==> config.mk <==
export PLATFORM = sky130hd
export DESIGN_NAME = postproc_arbiter
export DESIGN_NICKNAME = d
export VERILOG_FILES = /design/src/rtl/postproc_arbiter.sv
export SDC_FILE = /design/constraint.sdc
export NUM_CORES = 1
export LEC_CHECK = 0
export ABC_AREA = 1
export CAP_MARGIN = 0
export CORE_MARGIN = 3
export CORE_UTILIZATION = 35
export DETAILED_ROUTE_END_ITERATION = 10
export PLACE_DENSITY = 0.8
export SYNTH_ARGS = -nofsm -noshare
export SYNTH_HDL_FRONTEND = slang
export SYNTH_SLANG_ARGS = --single-unit
export TNS_END_PERCENT = 30
==> constraint.sdc <==
create_clock -name clk -period 1.15 [get_ports clk]
set_input_delay 0.23 -clock clk [delete_from_list [all_inputs] [get_ports clk]]
set_output_delay 0.23 -clock clk [all_outputs]
set_load 0.05 [all_outputs]
==> src/rtl/postproc_arbiter.sv <==
// Arbitrates FMA and divsqrt results into a shared LAT-deep postprocessing pipeline.
// Define POSTARB_FIXED_PRIO_EN to make the FMA always win contention; the default is round-robin.
module postproc_arbiter #(
  parameter int LAT  = 2,
  parameter int TAGW = 5
) (
  input  logic            clk,
  input  logic            resetn,
  input  logic            FmaReq,
  input  logic            DivReq,
  input  logic [2:0]      FmaFrm,
  input  logic [2:0]      DivFrm,
  input  logic [TAGW-1:0] FmaTag,
  input  logic [TAGW-1:0] DivTag,
  input  logic            FlushE,
  input  logic            RespReady,
  output logic            FmaGnt,
  output logic            DivGnt,
  output logic            PostSel,
  output logic            PostEn,
  output logic [2:0]      PostFrm,
  output logic            RespValid,
  output logic [TAGW-1:0] RespTag,
  output logic            RespSrc
);

  logic [LAT-1:0]           valid_q, valid_d;
  logic [LAT-1:0]           src_q, src_d;
  logic [LAT-1:0][TAGW-1:0] tag_q, tag_d;

  logic advance;
  logic can_grant;
  logic sel_div;

  // The whole pipeline moves as one unit: it advances unless the finished result is blocked.
  assign advance   = ~valid_q[LAT-1] | RespReady;
  assign can_grant = resetn & advance & ~FlushE;

`ifdef POSTARB_FIXED_PRIO_EN
  assign sel_div = DivReq & ~FmaReq;
`else
  logic last_src_q, last_src_d;

  // On contention the source opposite the most recent grant wins.
  assign sel_div    = DivReq & (~FmaReq | ~last_src_q);
  assign last_src_d = (FmaGnt | DivGnt) ? DivGnt : last_src_q;

  always_ff @(posedge clk or negedge resetn) begin
    if (!resetn) last_src_q <= 1'b1;
    else         last_src_q <= last_src_d;
  end
`endif

  assign DivGnt  = can_grant & sel_div;
  assign FmaGnt  = can_grant & FmaReq & ~sel_div;
  assign PostEn  = FmaGnt | DivGnt;
  assign PostSel = DivGnt;
  assign PostFrm = DivGnt ? DivFrm : (FmaGnt ? FmaFrm : 3'b000);

  always_comb begin
    valid_d = valid_q;
    src_d   = src_q;
    tag_d   = tag_q;
    if (advance) begin
      for (int i = 1; i < LAT; i++) begin
        valid_d[i] = valid_q[i-1];
        src_d[i]   = src_q[i-1];
        tag_d[i]   = tag_q[i-1];
      end
      valid_d[0] = PostEn;
      src_d[0]   = DivGnt;
      tag_d[0]   = DivGnt ? DivTag : FmaTag;
    end
    // Flush wins over a stall, so a held result is dropped too.
    if (FlushE) valid_d = '0;
  end

  always_ff @(posedge clk or negedge resetn) begin
    if (!resetn) begin
      valid_q <= '0;
      src_q   <= '0;
      tag_q   <= '0;
    end else begin
      valid_q <= valid_d;
      src_q   <= src_d;
      tag_q   <= tag_d;
    end
  end

  assign RespValid = valid_q[LAT-1];
  assign RespSrc   = src_q[LAT-1];
  assign RespTag   = tag_q[LAT-1];

endmodule

==> results.toml, run 1 <==
[worst_setup_path]
crit_top_cell = "nand2_4"
cp_slowest_cell = "dfstp_2"
worst_ep_required_time_ps = 920
path_cells = "inv_2 > a21oi_4 > nand2_4 > clkinv_8 > nand2_4 > nand2_4 > buf_12"
cp_data_arrival_time_ps = 1490
rr_worst_depth = 8
start_kind = "register"
rrSetupSlack_ps = -110
crit_path_max_incr_delay_ps = 580
end_kind = "primary output"
worst-setup-path-type = "reg2out"
crit_fanout = 4

[pwr]
power_mw = 1.58
sequentialPowerShare_pct = 40.8
power_density_nw_per_um2 = 1030
peakVddDrop_mv = 0.617
internal_power_mw = 1.04
power.leakage_nw = 0.765
clkPwrFrac_pct = 19.0
combPwrFrac_pct = 40.2
switching_share_pct = 34.5
p_switching_mw = 0.546

[synthesis]
synth.most_common_cell = "nand2_1"
synthTopCellsByArea = "dfrtp_1, nand2_1, nand3_1"
async_flop_share_pct = 100
synth.distinct_cells = 16
syn_inst = 104
synth-seq-cells = 15
synth.top_cell.area_share_pct = 42.6
ys.flop_type = "dfrtp_1"
yosysWarningCount = 0
syn_nets = 126
synth_top_area_cell = "dfrtp_1"
synthTopCellsByCount = "nand2_1, nand3_1, dfrtp_1"
netlist_area_um2 = 823
ys_seq_area_share_pct = 45.7
synth_edf_count = 0
avgSynthCellArea_um2 = 7.92

[sta]
layout_setup_ws_ps = -569
finalCritPeriodShare_pct = 149
final.min_clock_period_ps = 1720
tightest_slew_ps = 216
slew_viol_final = 0
timing.fmax_ghz = 0.582
fin_skew_ps = 3.38
setup_viol = 16
rsz0062_at_grt = "true"
hold_viol_final = 0
slew_headroom_pct = 85.5

[grt]
grt_pass1_wl_um = 3500
grt_pass1_vias = 812
antenna_found_initial = 0
gr-total-overflow = 0
grt_max_degree = 21
grt_usage_pct = 16.8

[cts]
insertion_delay_ps = 290
cts_buffers = 3
clk_path_buf_depth = 2
ctsHoldBuffers = 0
cts.sinks = 15
htree_levels = 1
cts_root_buf = "clkbuf_4"
cts_tree = "done"
path_clk_slew_ps = 90

[detailed_routing]
avgViaCountPerCell = 4.52
drt_iter0_markers = 9
num_vias = 795
avgRoutedWirePerCell_um = 12.0
first_pass_iters = 4
antenna_left = 0
wirelength_um = 2120
drc = 0

[status]
status = "finished, violations left"
violations = "negative setup slack"

[final_layout]
final_nets = 172
layout-drive-gt1-share_pct = 37.6
fin_area_um2 = 1540
final_util_pct = 74.0
antenna_cells = 0
area_growth_pct = 87.2

[place]
dp_hpwl_um = 1700
place_area_um2 = 1430
io_buffers = 35
gp_congestion = 0.764

[floorplanning]
design.core.area_um2 = 2080
start_util_pct = 39.5
die-height_um = 54.5
die-width_um = 54.5
dieArea_um2 = 2970
fp-row-count = 16
io_pins = 36

[worst_hold_path]
min_path_type = "in2async"

[run]
maxCapViolCount = 0
## critical path, delay by kind of cell (launching register included)
family	cells	cell delay, ps
compound gates	1	140
buf+inv	3	260
flops	1	580
simple gates	3	210
## placed cells by master, fill, tap and decap left out, drive strengths merged
cell / synthesis / layout
inv: 11 / 10
dfrtp: 14 / 14
dlygate4sd2: 0 / 4
a21oi: 2 / 2
dfstp: 1 / 1
clkinv: 2 / 3
nand3: 15 / 15
clkdlybuf4s50: 0 / 17
clkinvlp: 0 / 1
nand2: 42 / 42
buf: 8 / 28
clkbuf: 0 / 3
nor2: 9 / 9
## power by group through the flow
stage | logic (mW) | registers, mW | clock network [mW]
floorplan | 0.313 | 0.649 | 0
global placement | 0.594 | 0.651 | 0
detailed placement | 0.607 | 0.656 | 0
CTS | 0.634 | 0.647 | 0.314
global route | 0.675 | 0.653 | 0.342
finish | 0.638 | 0.646 | 0.300
## per-stage QoR
stage | setup slack, ps | hold WS, ps | instances | TNS, ps
after detailed placement | -581 | 463 | 169 | -8940
after CTS | -595 | 65.1 | 175 | -4870
final | -569 | 65.8 | 176 | -4670
after floorplan | -538 | -65.6 | 104 | -2780
after global placement | -549 | 453 | 169 | -8260
after global routing | -626 | 67.1 | 176 | -5530
## kinds of logic (layout without fill, tap and decap cells)
kind of cell,after synthesis,count (layout),synth area share (%)
DFF,15,15,45.7
buffers and inverters,21,66,13.8
AOI/OAI and AO/OA,2,2,3.04
and+or+nand+nor,66,66,37.4
## flip-flops by register name, indices dropped and copies added, names as in the netlist
name	flops
tag_q	5
src_q	2
RespTag	5
valid_q	2
last_src_q	1
## repair_timing
item	4_1_cts	5_1_grt
pin swaps	7	1
endpoints found under the setup margin	22	22
hold endpoints to repair	0	0
buffers inserted	2	1
resized for setup	20	2
## area by class of cell
cell class | count | area (µm²)
inverters | 13 | 66.3
well taps | 27 | 33.8
fillers | 147 | 541
flip-flops and latches | 15 | 378
clock inverters | 1 | 5.00
clock buffers | 3 | 22.5
repair buffers | 49 | 618
multi-input cells | 68 | 418
## routing by layer
metal / GRT usage [%] / part of all wire [%] / vias up
met5: 0 / 0 / -
met4: 7.47 / 1.5 / 0
met3: 6.27 / 9.4 / 3
met2: 29.3 / 52 / 33
met1: 18.0 / 37 / 357
li1: - / - / 402
## path summary, 6_finish.rpt
| kind | startpoint | to |
|---|---|---|
| setup / recovery | last_src_q | PostFrm[1] |
| hold / removal | resetn | src_q[0] |
| setup reg to reg | valid_q[1] | tag_q[2] |
| hold reg to reg | tag_q[3] | RespTag[3] |
| max in group asynchronous | resetn | last_src_q |
| min in group clk | FlushE | valid_q[1] |
(Power assumes the default switching activity.)
==> run 2: changes to the inputs <==
--- a/config.mk
+++ b/config.mk
@@ -14,4 +14,4 @@
 export SYNTH_ARGS = -nofsm -noshare
 export SYNTH_HDL_FRONTEND = slang
 export SYNTH_SLANG_ARGS = --single-unit
-export TNS_END_PERCENT = 30
+export TNS_END_PERCENT = 100
==> run 2 against run 1 <==
  * Final area rose by 1.6%
  * Combinational power rose by 4.4%
  * The run still ends with negative setup slack left
  * Sequential power fell by 0.8%
  * Clock skew rose by 7.7 ps
  * Global-route usage fell by 0.35 points
  * First-iteration DRC count fell by 56%
  * Setup slack improved by 46 ps
  * Largest power group is now combinational cells
  * Count of clock-buffer cells in the layout rose by 1
  * Die area did not move
  * Final cell count fell by 1.1%
  * Sequential share of layout area fell by 0.39 points
  * Flip-flop and latch count did not move
==> results.toml, run 2 (same netlist as run 1, synthesis figures left out) <==
[worst_setup_path]
start_kind = "register"
worst_ep_required_time_ps = 920
cp_data_arrival_time_ps = 1440
crit_fanout = 6
worst-setup-path-type = "reg2out"
rr_worst_depth = 7
rrSetupSlack_ps = -100
end_kind = "primary output"
timing.rr.start = "valid_q[1]"
r2r-end = "tag_q[0]"

[place]
gp_congestion = 0.738
pre_cts_ws_ps = -545
dp.cells = 168
place_area_um2 = 1420
dp_hpwl_um = 1710
io_buffers = 35

[sta]
setup_viol = 14
rsz0062_at_grt = "true"
slew_viol_final = 0
layout_setup_ws_ps = -522
timing.fmax_ghz = 0.598
fin_skew_ps = 11.1
holdWs_ps = 0.573
finalCritPeriodShare_pct = 145
slew_headroom_pct = 83.7
hold_viol_final = 0
tns_ps = -4000
tightest_slew_ps = 244
final.min_clock_period_ps = 1670

[cts]
path_clk_slew_ps = 100
cts_buffers = 3
clk_path_buf_depth = 2
ctsHoldBuffers = 0
cts_tree = "done"
cts.sinks = 15
cts_root_buf = "clkbuf_4"
htree_levels = 1
insertion_delay_ps = 280

[pwr]
peakVddDrop_mv = 0.665
power_mw = 1.61
power_density_nw_per_um2 = 1030
power.leakage_nw = 0.783

[detailed_routing]
avgRoutedWirePerCell_um = 12.7
drc = 0
drt_iter0_markers = 4
first_pass_iters = 4
avgViaCountPerCell = 4.51
num_vias = 784
wirelength_um = 2210
antenna_left = 0

[grt]
grt_usage_pct = 16.5
grt_max_degree = 21
grt_pass1_wl_um = 3370
grt_pass1_vias = 781
antenna_found_initial = 0
gr-total-overflow = 0

[final_layout]
area_growth_pct = 90.3
layout_common_cells = "nand2_1, clkdlybuf4s50_1, buf_12, dfrtp_1, nand3_1"
final_nets = 170
final_util_pct = 75.2
n_fill_cell = 140
layout-drive-gt1-share_pct = 40.8
final_cells = 174
layout_commonest_cell = "nand2_1"
fin_area_um2 = 1570
antenna_cells = 0

[status]
violations = "negative setup slack"
status = "finished, violations left"

[floorplanning]
design.core.area_um2 = 2080
io_pins = 36
start_util_pct = 39.5
die-height_um = 54.5
die-width_um = 54.5
fp-row-count = 16
dieArea_um2 = 2970

[worst_hold_path]
min_path_type = "in2async"

[run]
maxCapViolCount = 0
run 2: cell count changes in the layout (fill, tap and decap cells not counted):
cell             change
nand3_2              +4
inv_1                -1
clkinv_2             -1
dlygate4sd2_1        -4
dlymetal6s2s_1       +3
nand2_1              -2
clkbuf_1             +1
buf_12               -1
clkdlybuf4s50_1      +1
nand3_1              -4
nand2_4              +2
inv_4                +1
buf_4                -2
buf_6                +1
run 2: layout make-up:
class                   instances  area, µm²  share of cell area [%]
clock buffers                   4       26.3                    1.68
inverters                      13       68.8                    4.39
multi-input cells              68        453                    28.9
flip-flops and latches         15        378                    24.1
well taps                      27       33.8                    2.16
repair buffers                 47        607                    38.7
run 2: what timing repair did:
| action | CTS | global route |
|---|---|---|
| pin swaps | 7 | 5 |
| setup buffers | 1 | 2 |
| resized for setup | 11 | 16 |
| endpoints found under the setup margin | 17 | 23 |
run 2: worst max path at each step:
stage,slack (ps),cells past startpoint,to,start
2_1_floorplan,-540,6,PostSel,valid_q[1]
3_3_place_gp,-540,8,PostFrm[0],resetn
3_5_place_dp,-550,8,PostFrm[0],resetn
4_1_cts,-540,7,PostFrm[2],last_src_q
5_1_grt,-580,8,PostFrm[1],valid_q[1]
6_report,-520,8,PostFrm[2],valid_q[1]
run 2: worst max-delay path: stages, from the launching register on:
cell and delay [ps]:
dfrtp_2 430, inv_2 70, nor2_4 50, nor2_8 160, nand2_4 110, clkinv_8 80, nand2_8 50, nand2_8 60
buf_12 130
run 2: power by group:
| part | leakage (nW) | internal [mW] | switching (mW) |
|---|---|---|---|
| Combinational | 0.587 | 0.327 | 0.338 |
| Clock | 0.0150 | 0.134 | 0.167 |
| Sequential | 0.181 | 0.592 | 0.0492 |
run 2: layer usage:
metal	vias up	track usage [%]	share of wire, %
li1	398	-	-
met1	355	16.3	35
met2	31	28.9	54
met3	0	8.99	10
met4	0	5.81	0
met5	-	0	0
==> run 3: changes to the inputs <==
--- a/config.mk
+++ b/config.mk
@@ -7,11 +7,11 @@
 export LEC_CHECK = 0
 export ABC_AREA = 1
 export CAP_MARGIN = 0
-export CORE_MARGIN = 3
+export CORE_MARGIN = 4
 export CORE_UTILIZATION = 35
 export DETAILED_ROUTE_END_ITERATION = 10
+export HOLD_SLACK_MARGIN = 0.06
 export PLACE_DENSITY = 0.8
 export SYNTH_ARGS = -nofsm -noshare
 export SYNTH_HDL_FRONTEND = slang
 export SYNTH_SLANG_ARGS = --single-unit
-export TNS_END_PERCENT = 100
==> run 3 against run 2 <==
  * The flow still finishes with violations (negative setup slack)
  * Register-to-register slack worse by 210 ps
  * Count of clock-buffer cells in the layout is the same
  * Global-route usage shrank 3.3 points
  * Clock skew down 9.4 ps
  * Setup slack lost 14 ps
  * First-iteration DRC count increased to 5.0 times the previous value
  * Maximum frequency decreased by 0.80%
  * Core utilization shrank 3.6 points
  * Critical endpoint unchanged
  * Sequential power about the same
  * Total power increased by 1.1%
  * Clock power is essentially flat
==> results.toml, run 3 (same netlist as run 1, synthesis figures left out) <==
[detailed_routing]
wirelength_um = 2170
avgViaCountPerCell = 4.49
drc = 0
num_vias = 808
first_pass_iters = 4
antenna_left = 0
drt_iter0_markers = 20
avgRoutedWirePerCell_um = 12.1

[place]
dp_hpwl_um = 1710
io_buffers = 35
gp_congestion = 0.748
dp.cells = 170

[sta]
tightest_slew_ps = 235
finalCritPeriodShare_pct = 147
timing.fmax_ghz = 0.593
layout_setup_ws_ps = -536
final.min_clock_period_ps = 1690
rsz0062_at_grt = "true"
hold_viol_final = 0
setup_viol = 16
slew_headroom_pct = 84.3
fin_skew_ps = 1.69
holdWs_ps = 339
slew_viol_final = 0

[pwr]
internal_power_mw = 1.07
switching_share_pct = 34.3
p_switching_mw = 0.558
clkPwrFrac_pct = 18.6
power.leakage_nw = 0.786
power_mw = 1.63
combPwrFrac_pct = 41.9
sequentialPowerShare_pct = 39.5
power_density_nw_per_um2 = 1020
peakVddDrop_mv = 0.606

[worst_setup_path]
end_kind = "primary output"
cp_data_arrival_time_ps = 1460
start_kind = "register"
crit_fanout = 4
worst_ep_required_time_ps = 920
worst-setup-path-type = "reg2out"

[grt]
gr-total-overflow = 0
grt_pass1_vias = 787
grt_max_degree = 21
grt_pass1_wl_um = 3310
grt_usage_pct = 13.2
antenna_found_initial = 0

[cts]
ctsHoldBuffers = 0
cts_buffers = 3
insertion_delay_ps = 290
cts_tree = "done"
clk_path_buf_depth = 2
path_clk_slew_ps = 80
htree_levels = 1
cts_root_buf = "clkbuf_4"
cts.sinks = 15

[final_layout]
antenna_cells = 0
layout-drive-gt1-share_pct = 42.1
n_fill_cell = 165
final_nets = 175
seq_area_um2 = 378
final_cells = 180
multiInputGateArea_um2 = 448
area_growth_pct = 94.2
layout_common_cells = "nand2_1, clkdlybuf4s50_1, buf_12, dfrtp_1"
layout_commonest_cell = "nand2_1"

[floorplanning]
io_pins = 36
dieArea_um2 = 3190
die-width_um = 56.5
start_util_pct = 36.9
fp-row-count = 17
die-height_um = 56.5
design.core.area_um2 = 2230

[worst_hold_path]
min_path_type = "in2async"

[status]
status = "finished, violations left"
violations = "negative setup slack"

[run]
maxCapViolCount = 0
==> run 3: worst paths after layout <==
path                             from         end  slack (ps)  cells past startpoint
setup / recovery           last_src_q  PostFrm[2]        -540                      7
hold / removal                 resetn    tag_q[4]         340                      2
setup reg to reg           last_src_q    tag_q[3]        -310                      8
hold reg to reg              tag_q[4]  RespTag[4]         470                      2
max in group asynchronous      resetn  last_src_q         570                      2
min in group clk             tag_q[4]  RespTag[4]         470                      2
==> run 3: layout make-up <==
cell class / instances / area share [%]
tap: 28 / 2.19
sequential: 15 / 23.6
timing repair buffer: 52 / 40.3
clock buffer: 4 / 1.64
multi-input combinational: 68 / 28.0
inverter: 13 / 4.23
==> run 3: layer usage <==
metal / part of all wire [%] / global-route usage [%]
met1: 35 / 13.6
met2: 55 / 24.4
met3: 8.7 / 4.60
met4: 1.2 / 4.07
met5: 0 / 0
==> run 3: through the flow <==
| step | TNS, ps | util (%) | area, µm² | setup slack [ps] |
|---|---|---|---|---|
| after floorplan | -2600 | - | 895 | -538 |
| after detailed placement | -8060 | 64.1 | 1430 | -570 |
| after global placement | -7470 | 64.1 | 1430 | -543 |
| final | -5720 | 71.6 | 1600 | -536 |
| after global routing | -6470 | 71.6 | 1600 | -586 |
| after CTS | -5980 | 68.6 | 1530 | -583 |
==> run 3: critical path: stages (launching register included) <==
cell and delay, ps:
dfstp_2 570, inv_2 50, a21oi_4 140, nand2_4 90, clkinv_8 80, nand2_8 50, nand2_8 60, buf_12 130
==> run 3: power by group through the flow <==
stage,clock network [mW],logic [mW],registers [mW]
floorplan,0,0.315,0.649
global placement,0,0.611,0.646
detailed placement,0,0.628,0.651
CTS,0.301,0.653,0.644
global route,0.315,0.717,0.649
finish,0.302,0.681,0.643
==> run 3: what timing repair did <==
action | 4_1_cts | 5_1_grt
pin swaps | 5 | 5
setup endpoints to repair | 16 | 19
gates cloned | 0 | 0
gates resized for setup | 12 | 14
setup buffers | 4 | 3
